### config.mk
export PLATFORM = sky130hd
export DESIGN_NAME = ff_cmd_driver
export DESIGN_NICKNAME = d
export VERILOG_FILES = /design/src/rtl/ff_cmd_driver.sv
export SDC_FILE = /design/constraint.sdc
export NUM_CORES = 1
export LEC_CHECK = 0
export CAP_MARGIN = 15
export CORE_ASPECT_RATIO = 1.5
export CORE_MARGIN = 2
export CORE_UTILIZATION = 40
export CTS_BUF_LIST = sky130_fd_sc_hd__clkbuf_16
export DETAILED_ROUTE_END_ITERATION = 12
export SLEW_MARGIN = 20
export SYNTH_ARGS = -nofsm -noshare
export SYNTH_HDL_FRONTEND = slang
export SYNTH_SLANG_ARGS = --single-unit
### constraint.sdc
create_clock -name clk -period 6.35 [get_ports clk]
set_input_delay 1.5875 -clock clk [delete_from_list [all_inputs] [get_ports clk]]
set_output_delay 1.5875 -clock clk [all_outputs]
set_load 0.005 [all_outputs]
### src/rtl/ff_cmd_driver.sv
// ff_cmd_driver
//   Command-driven controller and checker for a set/reset flip-flop with an
//   active-low synchronous clock enable. Each accepted command drives the
//   flip-flop controls for exactly one clock. The block waits WAIT_CYCLES
//   cycles, samples Q/~Q, and returns the observed Q plus an error flag that
//   compares it against an internal expected-value model.
//
// Ports
//   clk, reset        : single clock, synchronous active-high reset
//   cmd_valid/ready   : command handshake, cmd_op 00 HOLD 01 RESET 10 SET 11 DISABLE
//   ff_set/ff_reset   : flip-flop set/reset drive
//   ff_clock_en       : flip-flop enable, 0 = enabled (1 when idle)
//   ff_result/not_res : flip-flop Q and ~Q being checked
//   rsp_valid/ready   : response handshake carrying rsp_q and rsp_err
//   known             : expected-value model holds a defined value
//   err_count         : saturating count of erroneous responses
module ff_cmd_driver #(
  parameter int WAIT_CYCLES = 1,
  parameter int CNT_W       = 16
) (
  input  logic             clk,
  input  logic             reset,
  input  logic             cmd_valid,
  output logic             cmd_ready,
  input  logic [1:0]       cmd_op,
  output logic             ff_set,
  output logic             ff_reset,
  output logic             ff_clock_en,
  input  logic             ff_result,
  input  logic             ff_not_result,
  output logic             rsp_valid,
  input  logic             rsp_ready,
  output logic             rsp_q,
  output logic             rsp_err,
  output logic             known,
  output logic [CNT_W-1:0] err_count
);

  localparam logic [1:0] OP_HOLD    = 2'b00;
  localparam logic [1:0] OP_RESET   = 2'b01;
  localparam logic [1:0] OP_SET     = 2'b10;
  localparam logic [1:0] OP_DISABLE = 2'b11;

  // SETTLE covers WAIT_CYCLES-1 cycles; this is the counter value of its last one.
  localparam logic [3:0] SETTLE_LAST = 4'((WAIT_CYCLES > 1) ? (WAIT_CYCLES - 2) : 0);

  typedef enum logic [2:0] {
    S_IDLE,
    S_DRIVE,
    S_SETTLE,
    S_CHECK,
    S_RESP
  } state_t;

  state_t           state_reg, state_next;
  logic [1:0]       op_reg;
  logic [3:0]       settle_cnt_reg;
  logic             exp_q_reg;
  logic             known_reg;
  logic             q_reg;
  logic             err_reg;
  logic [CNT_W-1:0] err_count_reg;

  // Sample evaluation, only consumed in CHECK.
  logic comp;
  logic exp_post;
  logic chk_err;

  always_comb begin
    comp = ff_result ^ ff_not_result;
    case (op_reg)
      OP_SET:   exp_post = 1'b1;
      OP_RESET: exp_post = 1'b0;
      default:  exp_post = exp_q_reg;
    endcase
    // Only a model that was defined before this command may flag a Q mismatch.
    chk_err = !comp || (known_reg && (ff_result != exp_post));
  end

  always_comb begin
    state_next  = state_reg;
    cmd_ready   = 1'b0;
    ff_set      = 1'b0;
    ff_reset    = 1'b0;
    ff_clock_en = 1'b1;
    rsp_valid   = 1'b0;
    case (state_reg)
      S_IDLE: begin
        cmd_ready = 1'b1;
        if (cmd_valid) state_next = S_DRIVE;
      end
      S_DRIVE: begin
        case (op_reg)
          OP_HOLD: begin
            ff_clock_en = 1'b0;
          end
          OP_RESET: begin
            ff_clock_en = 1'b0;
            ff_reset    = 1'b1;
          end
          OP_SET: begin
            ff_clock_en = 1'b0;
            ff_set      = 1'b1;
          end
          OP_DISABLE: begin
            // Both controls asserted with the flip-flop disabled: it must ignore them.
            ff_set   = 1'b1;
            ff_reset = 1'b1;
          end
          default: ;
        endcase
        state_next = (WAIT_CYCLES > 1) ? S_SETTLE : S_CHECK;
      end
      S_SETTLE: begin
        if (settle_cnt_reg == SETTLE_LAST) state_next = S_CHECK;
      end
      S_CHECK: begin
        state_next = S_RESP;
      end
      S_RESP: begin
        rsp_valid = 1'b1;
        if (rsp_ready) state_next = S_IDLE;
      end
      default: state_next = S_IDLE;
    endcase
  end

  // Response fields read as zero outside RESP.
  assign rsp_q     = rsp_valid & q_reg;
  assign rsp_err   = rsp_valid & err_reg;
  assign known     = known_reg;
  assign err_count = err_count_reg;

  always_ff @(posedge clk) begin
    if (reset) begin
      state_reg      <= S_IDLE;
      op_reg         <= OP_HOLD;
      settle_cnt_reg <= '0;
      exp_q_reg      <= 1'b0;
      known_reg      <= 1'b0;
      q_reg          <= 1'b0;
      err_reg        <= 1'b0;
      err_count_reg  <= '0;
    end else begin
      state_reg <= state_next;
      case (state_reg)
        S_IDLE: begin
          if (cmd_valid) op_reg <= cmd_op;
        end
        S_DRIVE: begin
          settle_cnt_reg <= '0;
        end
        S_SETTLE: begin
          settle_cnt_reg <= settle_cnt_reg + 4'd1;
        end
        S_CHECK: begin
          q_reg   <= ff_result;
          err_reg <= chk_err;
          if (chk_err && !(&err_count_reg)) err_count_reg <= err_count_reg + CNT_W'(1);
          if ((op_reg == OP_SET) || (op_reg == OP_RESET)) begin
            // Explicit SET/RESET defines the model even if the sample was bad.
            exp_q_reg <= exp_post;
            known_reg <= 1'b1;
          end else if (!known_reg && !chk_err) begin
            // First clean sample after reset seeds the model.
            exp_q_reg <= ff_result;
            known_reg <= 1'b1;
          end
        end
        default: ;
      endcase
    end
  end

endmodule

==> results.md, run 1 <==
- Clk buf depth: 2
- TritonCTS clock tree: yes
- R2r startpoint: op_reg[0]
- # rows: 28
- Synth top area share: 36.5%
- Final worst slack: ~2.7 ns
- Final period demand of the worst path: approximately 3.7 ns
- Worst Path Arrival: 3.82 ns
- Max Fclk: roughly 270 MHz
- Via count: approximately 1,500
- CTS Buf Count: 5
- Min-Delay Endpoint: q_reg
- DP Wirelength: about 2.7 mm
- Mean Syn Cell Area: 8.33 µm²
- Die area: 4510 µm²
- Area leader, netlist: dfxtp_1
- Lkg Pwr: between 0.6 and 0.7 nW
- Worst setup SP type: input port
- Gr ovfl total: 0
- Hold Vio Cnt, Final: 0
- Final nets: approximately 230
- N_diodes: 0
- Filler Cell Count: approximately 370
- Worst reg2reg setup slack: 3.47 ns
- Yosys warns: 0
- Final cell count without fillers: about 260
- DR iter-0 viols: 31
- Hold slack: roughly 0.47 ns
- Most frequent cells in the layout: 30 x clkdlybuf4s50_1, 29 x dfxtp_1, 23 x a21oi_1
- Hold_buf cts: 0
- Initial antenna violation count: 0
- RR Endpoint: err_count[5]
- Post-synth net total: slightly above 200
- Drt wl/cell: 14.6 µm
- I/O pins: 32
- Pre-CTS worst setup slack: 2.39 ns
- Drt via density: 5.78
- Cells after DPL: about 260
- Crit path required time: ~6.5 ns
- H-tree Lvls: 2
- Max-cap viol count: 0
- Number of global-route vias before repair: ~1,400
- # DRC: 0
- RSZ-0062 raised after global routing: false
- Period Utilization, post-route: approximately 58%
- Core area: 3890 µm²
- Endpoint class of the critical path: register
- Sequential element share of the synthesized area: a little over a third
- Slew Limit Fails: 0
- Setup_tns: 0 ns
- Most common cell after layout, fill and taps aside: clkdlybuf4s50_1
- # setup viols final: 0
- WS Path Type: in -> reg
- Post-Route Skew: approximately 0.0028 ns
- Overall Global Routing Usage: 17.8%
- Later-pin clock latency in the skew report: approximately 0.27 ns
- # Post-CTS Setup Buffers: 0
- Synth Instances: about 190
- Worst vdd ir: between 0.15 and 0.2 mV
- Pwr/cell area: roughly 240 nW/µm²
- Largest net degree at the start of global routing: 32
- Hold Crit Start: q_reg
- Max FO, Critical Path: 26
- Max-slew headroom: 52.1%
- Post-layout util: between 50 and 60%
- Syn-to-layout area delta: 27.8%
- CTS root buf: clkbuf_16
- Clk pin slew, worst setup/hold paths: ~0.050 ns
- DRT Wirelength: between 3 and 4 mm
- HP Class: reg -> reg
- Post-CTS Resized: 0
- WHS Path Cells: 2
- Routability cong.: roughly 0.74
- Post-synth design cell area: approximately 1600 µm²
- Reg2Reg Depth: 7
- Die Span Y: approximately 80 µm
- Die W: between 50 and 60 µm
- Port Buf Inserts: 31
- First-pass GRT wire length: approximately 6.3 mm
- # clock sinks: 29
- Initial Util: approximately two fifths
- FF+latch count, synth: 29
- Antenna Nets Post-Route: 0
- Yosys cell types: 40
- Layout cells sized above 1: under 10%
- Worst-Margin Slew: around 0.7 ns
- Drt first pass iters: 4
- Area contributors post-synth: dfxtp_1 36%, a21oi_1 7.2%, ha_1 4.7%
- Status: finished clean
- Max FFs per register: 16
## critical path: stages
cell and delay, ns:
clkdlybuf4s50_1 0.48, nand2b_1 0.11, o21ba_1 0.17, or3_1 0.66, nor4b_2 0.44, mux2_2 0.37
## worst max path at each step
stage,depth (start not counted),endpoint,slack (ns),from
finish,6,err_count[5],2.69,ff_not_result
global placement,6,err_count[5],2.46,ff_not_result
CTS,6,err_count[5],2.68,ff_not_result
detailed placement,6,err_count[5],2.39,ff_not_result
floorplan,7,err_count[10],3.23,ff_not_result
global route,4,ff_reset,2.58,state_reg[0]
## through the flow
| step | power (mW) | instance area [µm²] |
|---|---|---|
| 6_report | 0.496 | 2030 |
| 5_1_grt | 0.520 | 2030 |
| 4_1_cts | 0.505 | 2040 |
| 3_5_place_dp | 0.284 | 1910 |
| 3_3_place_gp | 0.280 | 1910 |
| 2_1_floorplan | 0.256 | 1590 |
## cells in the mapped netlist
master     number
nand3_1         9
a2111oi_0       1
and4b_1         1
nor2b_1         3
mux2_2          1
mux2i_1         3
a21oi_1        23
o21a_1          3
and2_0          1
buf_1           1
nor3_1          5
clkbuf_1        7
or3_1           7
nor2_1         10
and3b_1         1
or4b_2          1
a22o_1          1
nand4_1         4
nand2b_1        6
xnor2_1         3
and3_1          4
and4_1          2
and2_1          2
nand2_1        12
inv_1           6
a211o_1         1
o221a_2         1
or4_1           7
nor3b_1         1
o31ai_1         6
o21ba_1         1
a21boi_0        2
o21ai_0        12
dfxtp_1        29
nor4_1          2
buf_6           2
mux2_4          1
ha_1            6
a311oi_1        2
nor4b_2         1
## area by class of cell
| cell class | instances | area, µm² | area share, % |
|---|---|---|---|
| multi-input cells | 146 | 936 | 46.0 |
| flip-flops and latches | 29 | 581 | 28.6 |
| repair buffers | 31 | 305 | 15.0 |
| clock buffers | 5 | 125 | 6.15 |
| well taps | 45 | 56.3 | 2.77 |
| inverters | 6 | 22.5 | 1.11 |
| clock inverters | 2 | 7.51 | 0.369 |
## cells by family (layout without fill, tap and decap cells)
family / after synthesis / after routing / synth area share [%]
mux: 5 / 5 / 3.54
compound gates: 53 / 53 / 20.3
buf+inv: 16 / 44 / 4.72
flops: 29 / 29 / 36.5
fa+ha+maj: 6 / 6 / 4.72
xor+xnor: 3 / 3 / 1.65
simple gates: 79 / 79 / 28.6
## layer usage
layer / wire, µm / track usage (%) / vias to the layer above
li1: - / - / 762
met1: 1580 / 19.2 / 725
met2: 2070 / 32.1 / 30
met3: 127 / 4.62 / 8
met4: 78 / 8.54 / 0
met5: 0 / 0 / -
## report_power, final
part,total (mW),switching (mW),internal [mW]
Combinational,0.0715,0.0354,0.0361
Sequential,0.208,0.0167,0.191
Clock,0.217,0.0775,0.140
Total,0.496,0.130,0.367
No activity file was read; power rests on OpenSTA's default activity.
==> run 2: changes to the inputs <==
- PLACE_DENSITY: unset -> 0.67
- clock period: 6.35 -> 3.36 ns (I/O delays scaled with it)
==> run 2 against run 1 <==
Net effect:
- hold slack lost 0.0042 ns
- sequential power grew 89%
- first-iteration DRC count shrank 26%
- via count shrank 2.0%
- power grew 90%
- clock power grew 90%
- count of clock-buffer cells in the layout is the same
- final area grew 0.98%
- sequential share of layout area shrank 0.28 points
- flip-flop and latch count is the same
==> results.md, run 2 (synthesized netlist as in run 1, its figures left out) <==
- Largest net degree at the start of global routing: 22 (-31%)
- Post-Route Skew: 0.00287 ns (+0.0000527 ns)
- I/O pins: 32 (unchanged)
- Endpoint class of the critical path: output pin
- RR Endpoint: err_count[14]
- DR iter-0 viols: 23 (-26%)
- Clk buf depth: 2 (unchanged)
- CTS Buf Count: 5 (unchanged)
- Reg2Reg Depth: 8 (+1)
- Clk pin slew, worst setup/hold paths: 0.05 ns (about the same)
- WHS Path Cells: 2 (unchanged)
- # Post-CTS Setup Buffers: 0 (unchanged)
- Final period demand of the worst path: a little under 3 ns
- Overall Global Routing Usage: 17.7% (-0.079 points)
- DP Area: 1920 µm² (+0.79%)
- # rows: 28 (unchanged)
- DRT Wirelength: 3.54 mm (-8.2%)
- HP Class: reg -> reg
- Overall Power: 0.942 mW (+90%)
- Multi-input logic area: 936 µm² (unchanged)
- Slew Limit Fails: 0 (unchanged)
- Layout cells sized above 1: 5.43% (+0.41 points)
- Drt wl/cell: 13.3 µm (-8.9%)
- Later-pin clock latency in the skew report: 0.27 ns (about the same)
- RSZ-0062 raised after global routing: false
- Worst reg2reg setup slack: 0.55 ns (-2.92 ns)
- Most common cell after layout, fill and taps aside: clkdlybuf4s50_1
- Initial antenna violation count: 0 (unchanged)
- Number of global-route vias before repair: 1,392 (-1.8%)
- # DRC: 0 (unchanged)
- Pwr/cell area: 459 nW/µm² (+88%)
- Drt via density: 5.62 (-2.8%)
- Worst-Margin Slew: 0.736 ns (+0.0174 ns)
- WS Path Type: reg -> out
- Drt first pass iters: 4 (unchanged)
- R2r startpoint: op_reg[0]
- Period Utilization, post-route: around 90%
- Min-Delay Endpoint: q_reg
- CTS root buf: clkbuf_16
- Max-slew headroom: 50.8% (-1.3 points)
- Setup_tns: 0 ns (unchanged)
- Hold_buf cts: 0 (unchanged)
- Crit path required time: 2.52 ns (-3.99 ns)
- Die W: 55.5 µm (unchanged)
- Port Buf Inserts: 31 (unchanged)
- Syn-to-layout area delta: 29.0%
- Max-cap viol count: 0 (unchanged)
- Gr ovfl total: 0 (unchanged)
- Filler Cell Count: 379 (+1.9%)
- First-pass GRT wire length: 6.35 mm (+0.43%)
- Status: finished clean
- Via count: 1,494 (-2.0%)
- Post-layout util: 52.8% (+0.51 points)
- Max FO, Critical Path: 13 (-50%)
- Worst setup SP type: register
- Worst vdd ir: 0.323 mV (+100%)
- # clock sinks: 29 (unchanged)
- # setup viols final: 0 (unchanged)
- Lkg Pwr: 0.698 nW (+1.3%)
- Post-CTS Resized: 0 (unchanged)
- Final worst slack: 0.402 ns (-2.29 ns)
- Max FFs per register: 16 (unchanged)
- Final nets: 235 (+0.86%)
- Hold Vio Cnt, Final: 0 (unchanged)
- DP Wirelength: 2.53 mm (-6.5%)
- Max Fclk: roughly 340 MHz
- Die area: 4510 µm² (unchanged)
- Core area: 3890 µm² (unchanged)
- Most frequent cells in the layout: 31 x clkdlybuf4s50_1, 29 x dfxtp_1, 23 x a21oi_1
- Initial Util: 40.9% (unchanged)
- Routability cong.: 0.787 (+5.8%)
- Final instance area: 2050 µm² (+0.98%)
- Die Span Y: 81.3 µm (unchanged)
- Antenna Nets Post-Route: 0 (unchanged)
- H-tree Lvls: 2 (unchanged)
- Storage cell area: 581 µm² (unchanged)
- N_diodes: 0 (unchanged)
- Pre-CTS worst setup slack: 0.230 ns (-2.16 ns)
- Worst Path Arrival: 2.12 ns (-1.70 ns)
- Hold Crit Start: q_reg
- TritonCTS clock tree: yes
-- run 2: cell types whose count changed in the layout (fill, tap and decap cells not counted), sizes merged --
cell,previous run,this run
clkdlybuf4s50,30,31
buf,1,2
-- run 2: worst max-delay path, cell delays in order, from the launching register on --
cell and delay [ns]:
dfxtp_1 0.57, inv_1 0.16, nor3_1 0.42, o21a_1 0.19
clkdlybuf4s50_1 0.50
-- run 2: worst max path at each step --
stage	from	depth (start not counted)	end	slack, ns
2_1_floorplan	op_reg[0]	9	err_count[10]	0.85
3_3_place_gp	ff_result	7	err_count[14]	0.29
3_5_place_dp	ff_not_result	7	err_count[14]	0.23
4_1_cts	state_reg[0]	4	ff_reset	0.41
5_1_grt	state_reg[0]	4	ff_set	0.32
6_report	state_reg[0]	4	ff_reset	0.40
-- run 2: power breakdown --
| group | switching [mW] | internal, mW | leakage [nW] |
|---|---|---|---|
| logic | 0.0655 | 0.0705 | 0.395 |
| clock network | 0.149 | 0.264 | 0.0685 |
| registers | 0.0325 | 0.361 | 0.235 |
| total | 0.247 | 0.695 | 0.698 |
-- run 2: final cells by class --
| type | count | area share, % |
|---|---|---|
| multi-input cells | 146 | 45.6 |
| flip-flops and latches | 29 | 28.3 |
| repair buffers | 33 | 15.8 |
| clock buffers | 5 | 6.09 |
| well taps | 45 | 2.74 |
| inverters | 6 | 1.10 |
| clock inverters | 2 | 0.366 |
-- run 2: per-layer routing --
| metal | track usage, % | vias to the layer above | share of wire, % |
|---|---|---|---|
| li1 | - | 764 | - |
| met1 | 20.0 | 693 | 43 |
| met2 | 31.2 | 30 | 51 |
| met3 | 3.18 | 7 | 3.5 |
| met4 | 10.2 | 0 | 2.3 |
| met5 | 0 | - | 0 |
-- run 2: through the flow --
stage	std cells	hold slack, ns
2_1_floorplan	191	0.432
3_3_place_gp	259	0.451
3_5_place_dp	259	0.456
4_1_cts	266	0.464
5_1_grt	266	0.500
6_report	266	0.469
